==> src/rtl/mem_write_arbiter.sv <==
// Round-robin arbiter sharing one I2C EEPROM write sequencer between two requesters,
// with page-geometry validation and tWR hold-off. Optional watchdog: MEM_ARB_TIMEOUT_EN.
module mem_write_arbiter #(
   parameter int PAGE_BYTES     = 64,
   parameter int WR_CYCLES      = 5000,
   parameter int TIMEOUT_CYCLES = 60000
) (
   input  logic        clk,
   input  logic        reset,
   input  logic [1:0]  req,
   input  logic [14:0] req_addr0,
   input  logic [14:0] req_addr1,
   input  logic [11:0] req_len0,
   input  logic [11:0] req_len1,
   input  logic [2:0]  req_dev0,
   input  logic [2:0]  req_dev1,
   output logic [1:0]  grant,
   output logic [1:0]  done,
   output logic [1:0]  err,
   output logic        busy,
   output logic        run,
   output logic [14:0] memory_address,
   output logic [11:0] number_of_bytes,
   output logic [2:0]  memory_number,
   input  logic        seq_done,
   input  logic        seq_nack
);

   localparam int WW = $clog2(WR_CYCLES + 1);

   if ((PAGE_BYTES & (PAGE_BYTES - 1)) != 0 || PAGE_BYTES > 4096 || PAGE_BYTES < 1 ||
       WR_CYCLES < 1 || TIMEOUT_CYCLES < 1 || TIMEOUT_CYCLES > 65535) begin : g_bad_cfg
      $error("mem_write_arbiter: illegal parameter set");
   end

   typedef enum logic [1:0] {IDLE, RUN, WRITE_WAIT, RELEASE} state_e;

   state_e      state_q;
   logic        last_q;
   logic [1:0]  grant_q, done_q, err_q;
   logic        run_q;
   logic [14:0] addr_q;
   logic [11:0] len_q;
   logic [2:0]  dev_q;
   logic [WW-1:0] wcnt_q;
`ifdef MEM_ARB_TIMEOUT_EN
   logic [15:0] tcnt_q;
`endif

   // Arbitration: a tie goes to whichever requester was not served last.
   logic        win;
   logic [1:0]  win_oh;
   logic [14:0] sel_addr;
   logic [11:0] sel_len;
   logic [2:0]  sel_dev;
   logic [12:0] page_end;
   logic        req_ok;

   always_comb begin
      win = 1'b0;
      if (req == 2'b10)      win = 1'b1;
      else if (req == 2'b11) win = ~last_q;
      win_oh   = win ? 2'b10 : 2'b01;
      sel_addr = win ? req_addr1 : req_addr0;
      sel_len  = win ? req_len1  : req_len0;
      sel_dev  = win ? req_dev1  : req_dev0;
      // 13-bit sum: in-page offset (<4096) plus length (<4096) cannot overflow.
      page_end = 13'(sel_addr & 15'(PAGE_BYTES - 1)) + 13'(sel_len);
      req_ok   = (sel_len != 12'd0) && (page_end <= 13'(PAGE_BYTES));
   end

   always_ff @(posedge clk or negedge reset) begin
      if (!reset) begin
         state_q <= IDLE;
         last_q  <= 1'b1;
         grant_q <= 2'b00;
         done_q  <= 2'b00;
         err_q   <= 2'b00;
         run_q   <= 1'b0;
         addr_q  <= '0;
         len_q   <= '0;
         dev_q   <= '0;
         wcnt_q  <= '0;
`ifdef MEM_ARB_TIMEOUT_EN
         tcnt_q  <= '0;
`endif
      end else begin
         done_q <= 2'b00;
         err_q  <= 2'b00;
         case (state_q)
            IDLE: if (|req) begin
               if (!req_ok) begin
                  done_q  <= win_oh;
                  err_q   <= win_oh;
                  state_q <= RELEASE;
               end else begin
                  addr_q  <= sel_addr;
                  len_q   <= sel_len;
                  dev_q   <= sel_dev;
                  grant_q <= win_oh;
                  run_q   <= 1'b1;
                  last_q  <= win;
                  state_q <= RUN;
`ifdef MEM_ARB_TIMEOUT_EN
                  tcnt_q  <= '0;
`endif
               end
            end
            RUN: begin
               if (seq_done) begin
                  run_q <= 1'b0;
                  if (seq_nack) begin
                     done_q  <= grant_q;
                     err_q   <= grant_q;
                     grant_q <= 2'b00;
                     state_q <= RELEASE;
                  end else begin
                     wcnt_q  <= '0;
                     state_q <= WRITE_WAIT;
                  end
               end
`ifdef MEM_ARB_TIMEOUT_EN
               else if (tcnt_q == 16'(TIMEOUT_CYCLES - 1)) begin
                  run_q   <= 1'b0;
                  done_q  <= grant_q;
                  err_q   <= grant_q;
                  grant_q <= 2'b00;
                  state_q <= RELEASE;
               end else begin
                  tcnt_q <= tcnt_q + 16'd1;
               end
`endif
            end
            WRITE_WAIT: begin
               if (wcnt_q == WW'(WR_CYCLES - 1)) begin
                  done_q  <= grant_q;
                  grant_q <= 2'b00;
                  state_q <= RELEASE;
               end else begin
                  wcnt_q <= wcnt_q + 1'b1;
               end
            end
            RELEASE: state_q <= IDLE;
            default: state_q <= IDLE;
         endcase
      end
   end

   assign grant           = grant_q;
   assign done            = done_q;
   assign err             = err_q;
   assign busy            = (state_q != IDLE);
   assign run             = run_q;
   assign memory_address  = addr_q;
   assign number_of_bytes = len_q;
   assign memory_number   = dev_q;

endmodule

==> config.mk <==
export PLATFORM = sky130hd
export DESIGN_NAME = mem_write_arbiter
export DESIGN_NICKNAME = d
export VERILOG_FILES = /design/src/rtl/mem_write_arbiter.sv
export SDC_FILE = /design/constraint.sdc
export NUM_CORES = 1
export LEC_CHECK = 0
export CAP_MARGIN = 20
export CORE_MARGIN = 1
export CORE_UTILIZATION = 42
export CTS_BUF_LIST = sky130_fd_sc_hd__clkbuf_16
export DETAILED_ROUTE_END_ITERATION = 8
export GPL_TIMING_DRIVEN = 0
export PLACE_DENSITY = 0.78
export SLEW_MARGIN = 10
export SYNTH_ARGS = -nofsm -noshare
export SYNTH_HDL_FRONTEND = slang
export SYNTH_SLANG_ARGS = --single-unit
==> constraint.sdc <==
create_clock -name clk -period 3.9 [get_ports clk]
set_input_delay 0.78 -clock clk [delete_from_list [all_inputs] [get_ports clk]]
set_output_delay 0.78 -clock clk [all_outputs]
set_load 0.005 [all_outputs]
-- After elaboration in Yosys (flattened, before gate mapping)
Index checks and enable logic that the tools add are counted.
- word-level logic and storage cells: 73
- input port bits: 66
- flip-flop bits (word level): 53
- output and inout bits: 38
- bitwise logic cells: 1
- reductions and logical operators: 13
- muxes and demuxes: 33
- add/sub/neg operators: 2
- equal/unequal tests: 13
- order comparisons: 1
- operators by type and width (kind ; number):
    13-bit two-way mux ; 3
    2-bit two-way mux ; 15
    13-bit one-hot mux with 2 select lines ; 1
    15-bit two-way mux ; 1
    2-bit != test, second input constant ; 7
    13-bit by 1-bit adder with 13-bit output, second input constant ; 1
    6-bit by 12-bit adder with 13-bit output ; 1
    13-bit == test, second input constant ; 1
    13-bit by 7-bit less-or-equal comparator with 1-bit output, second input constant ; 1
    12-bit two-way mux ; 1
    2-bit one-hot mux with 3 select lines ; 2
    12-bit nonzero test ; 1
    2-bit == test, second input constant ; 4
    2-bit one-hot mux with 4 select lines ; 1
    4-bit AND reduction ; 2
    1-bit two-way mux ; 6
    3-bit AND reduction ; 2
    6-bit AND reduction ; 1
    2-bit nonzero test ; 3
    2-bit one-hot mux with 2 select lines ; 1
    3-bit two-way mux ; 1
    3-bit nonzero test ; 1
    2-bit by 1-bit == test with 1-bit output, second input constant ; 1
    2-bit zero test ; 1
    other kinds (4) ; 4

-- Depth between registers and ports, before layout
- depth in word-level cells: 10
- gate-level depth with buffers: 15
- depth with buffers taken out: 12

-- Least setup slack after synthesis
Ideal clock, no wire load.
- path kind: input-to-reg
- start: input req[1]
- end: register addr_q[0], in the netlist memory_address[0]
- arrival time: 4182 ps
- cell stages on the path: 14
- path buffers: 3
- required time: 3775 ps
- path slack: -407 ps
- library setup time: 125 ps
- cell sequence: a21boi_2 buf_2 buf_2 mux2_2 ha_1 inv_1 fa_1 nor2b_1 o31a_1 mux4_2 and3_1 o2111ai_4 buf_4 mux2_2
- cells in the longest elaborated chain, start to end: 8
- elaborated cells on any way between the ends: 12
- those cells by class: 1 x add/sub; 1 x order compare; 2 x eq/ne; 4 x mux; 4 x reduce/logical
- RTL lines (element ; RTL line ; text):
    start: declaration ; 10 ; input logic [1:0] req,
    2-bit == test ; 62 ; else if (req == 2'b11) win = ~last_q;
    1-bit two-way mux ; 62 ;
    1-bit two-way mux * ; 61 ; if (req == 2'b10) win = 1'b1;
    12-bit two-way mux * ; 65 ; sel_len = win ? req_len1 : req_len0;
    via sel_len[0] ; 54 ; logic [11:0] sel_len;
    6-bit by 12-bit adder with 13-bit output ; 68 ; page_end = 13'(sel_addr & 15'(PAGE_BYTES - 1)) + 13'(sel_len);
    13-bit by 7-bit less-or-equal comparator with 1-bit output ; 69 ; req_ok = (sel_len != 12'd0) && (page_end <= 13'(PAGE_BYTES));
    1-bit logical AND * ; 69 ;
    3-bit AND reduction (no line) * ; - ;
    end signal: assignment ; 97 ; addr_q <= sel_addr;
    end: declaration ; 42 ; logic [14:0] addr_q;
The timed path passes the listed nets; every way through them passes the cells marked *.
A chain may end at the register's enable or synchronous reset.

-- Worst setup path in the final report
- start: input req[0]
- end: register addr_q[4], in the netlist memory_address[4]
Same word-level chain as after synthesis.

==> flow_summary.json <==
{
  "outcome": "completed",
  "grt_pass1_vias": 2725,
  "power_frac_clock": 0.212,
  "seq_area_frac_synth": 0.429,
  "worstPathRequired_ns": 4.08,
  "synth-seq-cells": 53,
  "slew_headroom": 0.317,
  "drv_cap": 0,
  "synth_edf_count": 0,
  "clk_latency_ns": 0.29,
  "p_comb_frac": 0.439,
  "p_per_area_nw_per_um2": 515,
  "routed_wl_um": 7650,
  "drtPass1Iterations": 4,
  "final_cell_mix": "100 x clkdlybuf4s50_1, 52 x dfrtp_1, 27 x o21ai_0, 26 x nand2_1, 24 x nor2_1",
  "wl_per_cell_um": 14.8,
  "die_w_um": 87.8,
  "synth-main-ff-cell": "dfrtp_1",
  "drive_gt1_frac": 0.154,
  "maxSlewViolCount": 0,
  "hold_viol": 0,
  "coreArea_um2": 6940,
  "fillers": 551,
  "synthXorXnorAreaFrac": 0.0283,
  "r2r_cells": 14,
  "path_buf_inv": 5,
  "grt_pass1_wl_um": 12700,
  "yosys_warnings": 0,
  "period_needed_ns": 3.73,
  "cts_tree": "built",
  "cts.clk_slew.worst_paths_ns": 0.07,
  "switching_share": 0.329,
  "yosys.area_share.simple": 0.153,
  "tightestPinTransition_ns": 1.02,
  "synth_area_um2": 3090,
  "synthCells": 303,
  "power_frac_seq": 0.349,
  "syn2layout_area_growth_pct": 47.7,
  "slowest_delay_ns": 0.46,
  "path_depth": 15,
  "ant_nets": 0,
  "port_buffers": 103,
  "grt_usage": 0.211,
  "ys_types": 62,
  "fin_skew_ns": 0.00465,
  "fin_util": 0.657,
  "dp_hpwl_um": 5830,
  "start_util": 0.445,
  "hold_buffers": 0,
  "hold_path.class": "in -> async",
  "crit_top_cell": "buf_6",
  "crit_path_start_kind": "input pin",
  "die_y_um": 87.8,
  "place_congestion": 0.797,
  "drt_iter0_drc": 127,
  "nets": 498,
  "finalCritPeriodShare": 0.956,
  "end_kind": "flip-flop",
  "peakVddDrop_mv": 0.296,
  "critPathTopFamily": "multiplexers",
  "num_antenna_cells": 0,
  "io_pins": 104,
  "num_rows": 30,
  "cts_root_buf": "clkbuf_16",
  "setup_tns_ns": 0,
  "async_reset_ff_frac": 1.00,
  "synth.avg_cell_area_um2": 10.2,
  "syn_nets": 381,
  "yosys-top-cells-area": "dfrtp_1 42%, mux2_2 8.4%, mux2i_1 4.5%, ha_1 4.5%, o21ai_0 4.4%",
  "cts.sinks": 53,
  "via_per_inst": 5.33,
  "p_sw_mw": 0.774,
  "overflow": 0,
  "h-tree-depth": 2,
  "cp_data_arrival_time_ns": 3.90,
  "synth_mux_area_frac": 0.141,
  "num_vias": 2754,
  "path_class": "in -> reg",
  "numCtsBuffers": 5,
  "yosys.area.top_type": "dfrtp_1",
  "grt_max_degree": 32,
  "antenna_found_initial": 0,
  "drc": 0,
  "dieArea_um2": 7710,
  "synth_top_family_by_area": "compound AO/OA/AOI/OAI gates",
  "synthAdderAreaFrac": 0.0510,
  "finalSetupViolCount": 0,
  "fmax_ghz": 0.268,
  "crit_slowest_cell": "mux4_2",
  "clockBufferDepth": 2,
  "crit_chain": "clkbuf_2, a21boi_4, buf_6, buf_12, mux2_4, ha_4, inv_2, fa_2, nor2b_1, o31a_1, mux4_2, and3_4, o2111ai_4, buf_6, mux2_2",
  "p_int_mw": 1.58,
  "rsz0062_at_grt": "no",
  "p_leak_nw": 1.93,
  "total_power_mw": 2.35,
  "synth_compound_gate_area_share": 0.164,
  "final_common_cell": "clkdlybuf4s50_1",
  "synth_top_area_share": 0.421,
  "critPathMaxFanout": 10
}
[flip-flops by register name (all words and copies together), names as in the netlist]
register         flops
err                  2
state_q              2
last_q               1
number_of_bytes     12
done                 2
memory_address      15
memory_number        3
run                  1
grant                2
wcnt_q              13
[cells by family (layout without fill, tap and decap cells)]
| kind of cell | count (synthesis) | count (layout) |
|---|---|---|
| muxes | 39 | 39 |
| and+or+nand+nor | 93 | 93 |
| adders and majority gates | 12 | 12 |
| DFF | 53 | 53 |
| AOI/OAI and AO/OA | 71 | 71 |
| xor gates and xnor gates | 10 | 10 |
| buffers and inverters | 25 | 143 |
[worst paths after layout]
| kind | slack, ns | start | end |
|---|---|---|---|
| worst min-delay path | 0.47 | reset | grant[1]$_DFFE_PN0P_ |
| worst min register to register | 0.48 | memory_address[9]$_DFFE_PN0P_ | memory_address[9]$_DFFE_PN0P_ |
| min in group clk | 0.48 | memory_address[9]$_DFFE_PN0P_ | memory_address[9]$_DFFE_PN0P_ |
| worst max-delay path | 0.17 | req[0] | memory_address[4]$_DFFE_PN0P_ |
| max in group asynchronous | 2.87 | reset | wcnt_q[10]$_DFFE_PN0P_ |
| worst max register to register | 0.38 | last_q$_DFFE_PN1P_ | memory_address[4]$_DFFE_PN0P_ |
[per-stage QoR]
| stage | worst slack, ns | std cells | cell area, um^2 | hold slack [ns] |
|---|---|---|---|---|
| 6_report | 0.172 | 517 | 4570 | 0.472 |
| 3_5_place_dp | -0.916 | 503 | 4320 | 0.471 |
| 2_1_floorplan | 0.00676 | 303 | 3160 | 0.473 |
| 4_1_cts | 0.0148 | 517 | 4550 | 0.486 |
| 3_3_place_gp | -0.835 | 502 | 4310 | 0.463 |
| 5_1_grt | 0.0528 | 517 | 4570 | 0.500 |
[timing repair]
item / CTS / global route
pin swaps: 1 / 2
buffers inserted: 6 / 0
setup endpoints to repair: 39 / 32
resized for setup: 4 / 11
[metal layers]
| layer | vias up | share of wire | GRT usage |
|---|---|---|---|
| li1 | 1331 | - | - |
| met1 | 1332 | 0.43 | 0.271 |
| met2 | 85 | 0.49 | 0.357 |
| met3 | 6 | 0.071 | 0.0575 |
| met4 | 0 | 0.0081 | 0.0432 |
| met5 | - | 0 | 0 |
[synth_stat cells (3+ instances only)]
| cell | count |
|---|---|
| a211oi_1 | 3 |
| a21oi_1 | 8 |
| and2_1 | 7 |
| buf_2 | 4 |
| clkbuf_1 | 4 |
| dfrtp_1 | 52 |
| ha_1 | 11 |
| inv_1 | 15 |
| mux2_2 | 23 |
| mux2i_1 | 14 |
| nand2_1 | 26 |
| nand3_1 | 8 |
| nor2_1 | 24 |
| nor2b_1 | 4 |
| nor3_1 | 3 |
| nor4_1 | 3 |
| o211ai_1 | 3 |
| o21ai_0 | 27 |
| xnor2_1 | 7 |
| xor2_1 | 3 |
[power groups by stage]
stage / Clock, mW / Combinational (mW) / Sequential [mW]
floorplan: 0 / 0.561 / 0.823
global placement: 0 / 0.983 / 0.820
detailed placement: 0 / 1.01 / 0.828
CTS: 0.511 / 1.03 / 0.821
global route: 0.529 / 1.15 / 0.841
finish: 0.499 / 1.03 / 0.820
[final cells by class]
type	count	area [um^2]	area share
multi-input combinational	225	1720	0.377
sequential	53	1330	0.291
timing repair buffer	110	1090	0.240
clock buffer	5	125	0.0274
tap	96	120	0.0263
buffer	10	80.1	0.0175
inverter	15	56.3	0.0123
clock inverter	3	41.3	0.00904
Note: power is estimated with default switching activity, not from simulation.
==> RTL edit 1: new RTL, same flow settings <==
Add a define of `MEM_ARB_TIMEOUT_EN`.
--- a/src/rtl/mem_write_arbiter.sv
+++ b/src/rtl/mem_write_arbiter.sv
@@ -1,5 +1,7 @@
 // Round-robin arbiter sharing one I2C EEPROM write sequencer between two requesters,
 // with page-geometry validation and tWR hold-off. Optional watchdog: MEM_ARB_TIMEOUT_EN.
+`define MEM_ARB_TIMEOUT_EN
+
 module mem_write_arbiter #(
    parameter int PAGE_BYTES     = 64,
    parameter int WR_CYCLES      = 5000,
Check against the original RTL: same outputs for any inputs over 4 cycles, from zero or initial values and one cycle with reset low; that may be too few to reach the edited logic, so the function may still have changed.
==> RTL edit 1 against the original RTL <==
Sequential cell count is 16 higher. Global-route usage increased by 0.65 points. Synthesized area rose by 31%. Critical path type unchanged. Largest cell class unchanged. Sequential power is 2% lower. Utilization is 2.5 points lower. Power down 20%. Worst hold slack lost 0.16 ns. Maximum frequency fell by 0.35%. Sequential share of layout area grew 0.37 points. Combinational power shrank 65%. Cell area rose by 29%. Routed wire length rose by 40%. Setup slack lost 0.013 ns. Via count up 41%.
==> RTL edit 1: results (changes against the original RTL) <==
- Status: finished, final reports clean
- M2 GR Usage: 36.5% (+0.73 points)
- CTS HTree Levels: 3 (+1)
- Clock skew: 0.00467 ns (+0.0000235 ns)
- Vias in the first global route: 3765 (+38%)
- Sequential area share after synthesis: 42.6% (-0.33 points)
- DR pass1 iterations: 5 (+1)
- Placed insts: 692 (+38%)
- Arrival time of the worst setup path: 3.95 ns (+0.05 ns)
- Slew headroom: 57.0% (+25 points)
- Setup Buffers After CTS: 13 (+7)
- Largest register FFs: 16 (+1)
- Synth cell count leaders: 97 x nand2_1, 68 x dfrtp_1, 48 x nor2_1, 21 x o21ai_0, 16 x nand3_1
- WL met3: 553 um (+1.3%)
- Fillers: 774 (+40%)
- Worst VDD drop: 170 uV (-43%)
- Syn avg cell area: 8.83 um^2 (-13%)
- DRT met1 WL: 4.72 mm (+44%)
- Worst skew pair latency: 0.33 ns (+0.04 ns)
- Synthesized Nets: 539 (+41%)
- Distinct cells, synth: 59 (-4.8%)
- Inverters, non-clock: 12 (-3)
- Met1 Use GR: 27.8% (+0.75 points)
- Non-clk buf share: 22.6% (-3.1 points)
- Leak pwr: 2.54 nW (+31%)
- Final Non-Filler Cells: 723 (+40%)
- Gpl congestion: 0.889 (+11%)
- ClkCell Share: 4.39% (+0.75 points)
-- RTL edit 1: worst paths after layout --
kind / from / endpoint / slack, ns / depth (start not counted)
min in group clk: number_of_bytes[8] / number_of_bytes[8] / 0.49 / 1
hold reg to reg: number_of_bytes[8] / number_of_bytes[8] / 0.49 / 1
setup reg to reg: last_q / memory_address[5] / 0.22 / 18
hold / removal: reset / number_of_bytes[10] / 0.31 / 1
setup / recovery: req[0] / memory_address[5] / 0.16 / 18
max in group asynchronous: reset / last_q / 3.01 / 2
-- RTL edit 1: where the power goes --
group | switching [mW] | leakage [nW] | internal, mW
clock | 0.293 | 0.136 | 0.420
sequential | 0.0463 | 0.928 | 0.759
combinational | 0.171 | 1.47 | 0.186
total | 0.511 | 2.54 | 1.36
-- RTL edit 1: metrics by stage --
stage / power [mW] / instance area (um^2) / TNS, ns
after floorplan: 1.01 / 4190 / -0.302
after global placement: 1.14 / 5380 / -63.02
after detailed placement: 1.15 / 5410 / -49.48
after CTS: 1.89 / 5800 / 0
after global routing: 1.96 / 5870 / 0
final: 1.88 / 5870 / 0
-- RTL edit 1: critical path, stage by stage --
cell       delay, ns
buf_2           0.14
a21bo_4         0.25
buf_8           0.15
nand2_1         0.07
nand2_2         0.06
ha_2            0.18
inv_2           0.05
fa_2            0.21
nor2b_2         0.06
o2111a_1        0.24
o32a_1          0.32
buf_4           0.15
a2111oi_4       0.24
a31oi_4         0.11
nor4_4          0.28
buf_6           0.20
clkbuf_16       0.16
mux2_4          0.29
-- RTL edit 1: cell families after synthesis --
family                   synth area share (%)
AO/OA/AOI/OAI                            15.7
XOR/XNOR                                 3.02
buffers and inverters                    3.15
adder cells (fa/ha/maj)                  4.50
AND/OR/NAND/NOR                          26.6
multiplexers                             4.38
flip-flops                               42.6
==> RTL edit 2: new RTL, config.mk and constraints unchanged <==
Made on the original files. Re-encode `state_e` (4 states) as Gray code, 2 bits wide.
--- a/src/rtl/mem_write_arbiter.sv
+++ b/src/rtl/mem_write_arbiter.sv
@@ -33,7 +33,7 @@
       $error("mem_write_arbiter: illegal parameter set");
    end
 
-   typedef enum logic [1:0] {IDLE, RUN, WRITE_WAIT, RELEASE} state_e;
+   typedef enum logic [1:0] {IDLE = 2'b00, RUN = 2'b01, WRITE_WAIT = 2'b11, RELEASE = 2'b10} state_e;
 
    state_e      state_q;
    logic        last_q;
Function: same outputs for any inputs over 4 cycles, from zero or initial values and one cycle with reset low; so few cycles prove little.
==> RTL edit 2 against the original RTL <==
Cell area fell by 1.8%. Non-clock buffer count did not move. Die area fell by 1.1%. Synthesized area fell by 1.1%. Setup slack got worse by 0.060 ns. Sequential cell count did not move. Sequential share of layout area rose by 0.54 points. Routed wire length rose by 3.9%. Power fell by 13%. Count of clock-buffer cells in the layout did not move. Cell count rose by 2.9%. Critical path depth rose by 2. Register-to-register slack got worse by 0.07 ns. Critical path type unchanged. Largest cell class unchanged.
==> RTL edit 2: results (changes against the original RTL) <==
- Vias in the first global route: 2625 (-3.7%)
- First-pass GRT wire length: 12.4 mm (-2.0%)
- IO Port Bufs: 103 (unchanged)
- Worst VDD drop: 277 uV (-6.4%)
- Arrival time of the worst setup path: 3.96 ns (+0.06 ns)
- Fillers: 564 (+2.4%)
- Starting DRT DRC Count: 105 (-17%)
- Layout cells sized above 1: 14.7% (-0.76 points)
- RR Endpoint: memory_number[1]
- DR pass1 iterations: 6 (+2)
- DR vias: 2769 (+0.54%)
- Critical path's slowest cell: fa_1
- Nets: 510 (+2.4%)
- Hold Path Class: flop to flop
- Gpl congestion: 0.905 (+13%)
- Crit path max-delay family: buffers and inverters
- Leak pwr: 2.08 nW (+7.6%)
- CTS clk-pin slew, worst paths: 0.06 ns
- Setup crit start: req[1]
- Reg-to-reg slack, setup: 0.31 ns (-0.07 ns)
- Status: finished, final reports clean
- Hpwl dp: 6.08 mm (+4.4%)
- Initial antenna violation count: 0 (unchanged)
- GRT Total Usage: 21.1% (-0.025 points)
- Slowest Stage Delay on Critical Path: 0.40 ns (-0.06 ns)
- Clock skew: 0.00672 ns (+0.00208 ns)
- Top area cells in the synthesized netlist: dfrtp_1 43%, mux2_4 12%, nand2_1 11%
- Sw Share: 31.8% (-1.1 points)
- Reg2reg path depth: 17 (+3)
- Distinct cells, synth: 51 (-18%)
- Wire per inst: 15.0 um (+1.0%)
- Slew of the pin with the lowest slew margin: 0.644 ns (-0.373 ns)
- Synth cell count leaders: 88 x nand2_1, 52 x dfrtp_1, 25 x mux2_4, 21 x nor2_1, 18 x o21ai_0
- Largest net degree at the start of global routing: 29 (-9.4%)
- Sequential area share after synthesis: 43.4% (+0.49 points)
- CTS max path bufs: 2 (unchanged)
- Synthesized Nets: 395 (+3.7%)
- Asr flop ratio synth: 100% (unchanged)
- Yosys warnings: 0 (unchanged)
- CTS HTree Levels: 2 (unchanged)
==> RTL edit 2: worst max path at each step <==
stage / to / slack [ns] / cells after the start
6_report: memory_number[1] / 0.11 / 17
5_1_grt: memory_number[1] / -0.02 / 15
3_3_place_gp: number_of_bytes[1] / -0.90 / 17
4_1_cts: memory_number[1] / 0.04 / 18
2_1_floorplan: memory_address[0] / 0.06 / 16
3_5_place_dp: memory_number[1] / -1.0 / 17
==> RTL edit 2: metrics by stage <==
stage | setup slack (ns) | TNS [ns] | area (um^2) | std cells | hold slack (ns)
6_report | 0.112 | 0 | 4480 | 532 | 0.495
5_1_grt | -0.0172 | -0.185 | 4480 | 532 | 0.515
4_1_cts | 0.0365 | 0 | 4440 | 532 | 0.495
3_5_place_dp | -0.995 | -32.68 | 4220 | 521 | 0.471
3_3_place_gp | -0.896 | -28.94 | 4210 | 520 | 0.465
2_1_floorplan | 0.0578 | 0 | 3060 | 321 | 0.468
==> RTL edit 2: worst register-to-register path, cell delays in order (launching register included) <==
cell	delay, ns
dfstp_2	0.57
nand2_1	0.11
nand2_4	0.12
clkbuf_8	0.18
nand2_1	0.06
nand2_1	0.09
ha_2	0.19
inv_1	0.05
fa_1	0.40
nand2b_4	0.17
a21oi_2	0.14
xnor2_1	0.13
o2111a_1	0.24
o211ai_4	0.09
or3_1	0.30
buf_2	0.16
buf_6	0.17
mux2_4	0.31
==> RTL edit 2: repair_timing <==
action,CTS,global route
setup endpoints to repair,40,24
resized for setup,18,12
pin swaps,3,0
setup buffers,4,0
==> RTL edit 2: layout make-up <==
type / instances / area, um^2 / area share (%)
Buffer: 12 / 101 / 2.26
Sequential cell: 53 / 1330 / 29.6
Inverter: 9 / 33.8 / 0.754
Timing Repair Buffer: 108 / 1070 / 23.9
Multi-Input combinational cell: 247 / 1690 / 37.7
Clock buffer: 5 / 125 / 2.79
Tap cell: 96 / 120 / 2.68
Clock inverter: 2 / 11.3 / 0.251
==> RTL edit 2: kinds of logic after synthesis <==
kind of cell	Yosys count	share of synthesized area, %
XOR/XNOR	9	2.58
adder cells (fa/ha/maj)	8	3.52
AO/OA/AOI/OAI	46	10.5
multiplexers	28	13.3
buffers and inverters	21	3.36
flip-flops	53	43.4
AND/OR/NAND/NOR	156	23.3
==> RTL edit 2: power by group through the flow <==
stage                     Clock, mW  Sequential [mW]  Combinational, mW
final                         0.413            0.767              0.866
after global routing          0.450            0.785              0.942
after CTS                     0.422            0.766              0.848
after detailed placement          0            0.775              0.817
after global placement            0            0.770              0.793
after floorplan                   0            0.772              0.420
==> RTL edit 2: layer usage <==
metal,vias up,GRT usage [%],wire length (um)
li1,1342,-,-
met1,1312,26.4,3320
met2,99,36.0,4000
met3,16,3.79,417
met4,0,8.05,221
met5,-,0,0
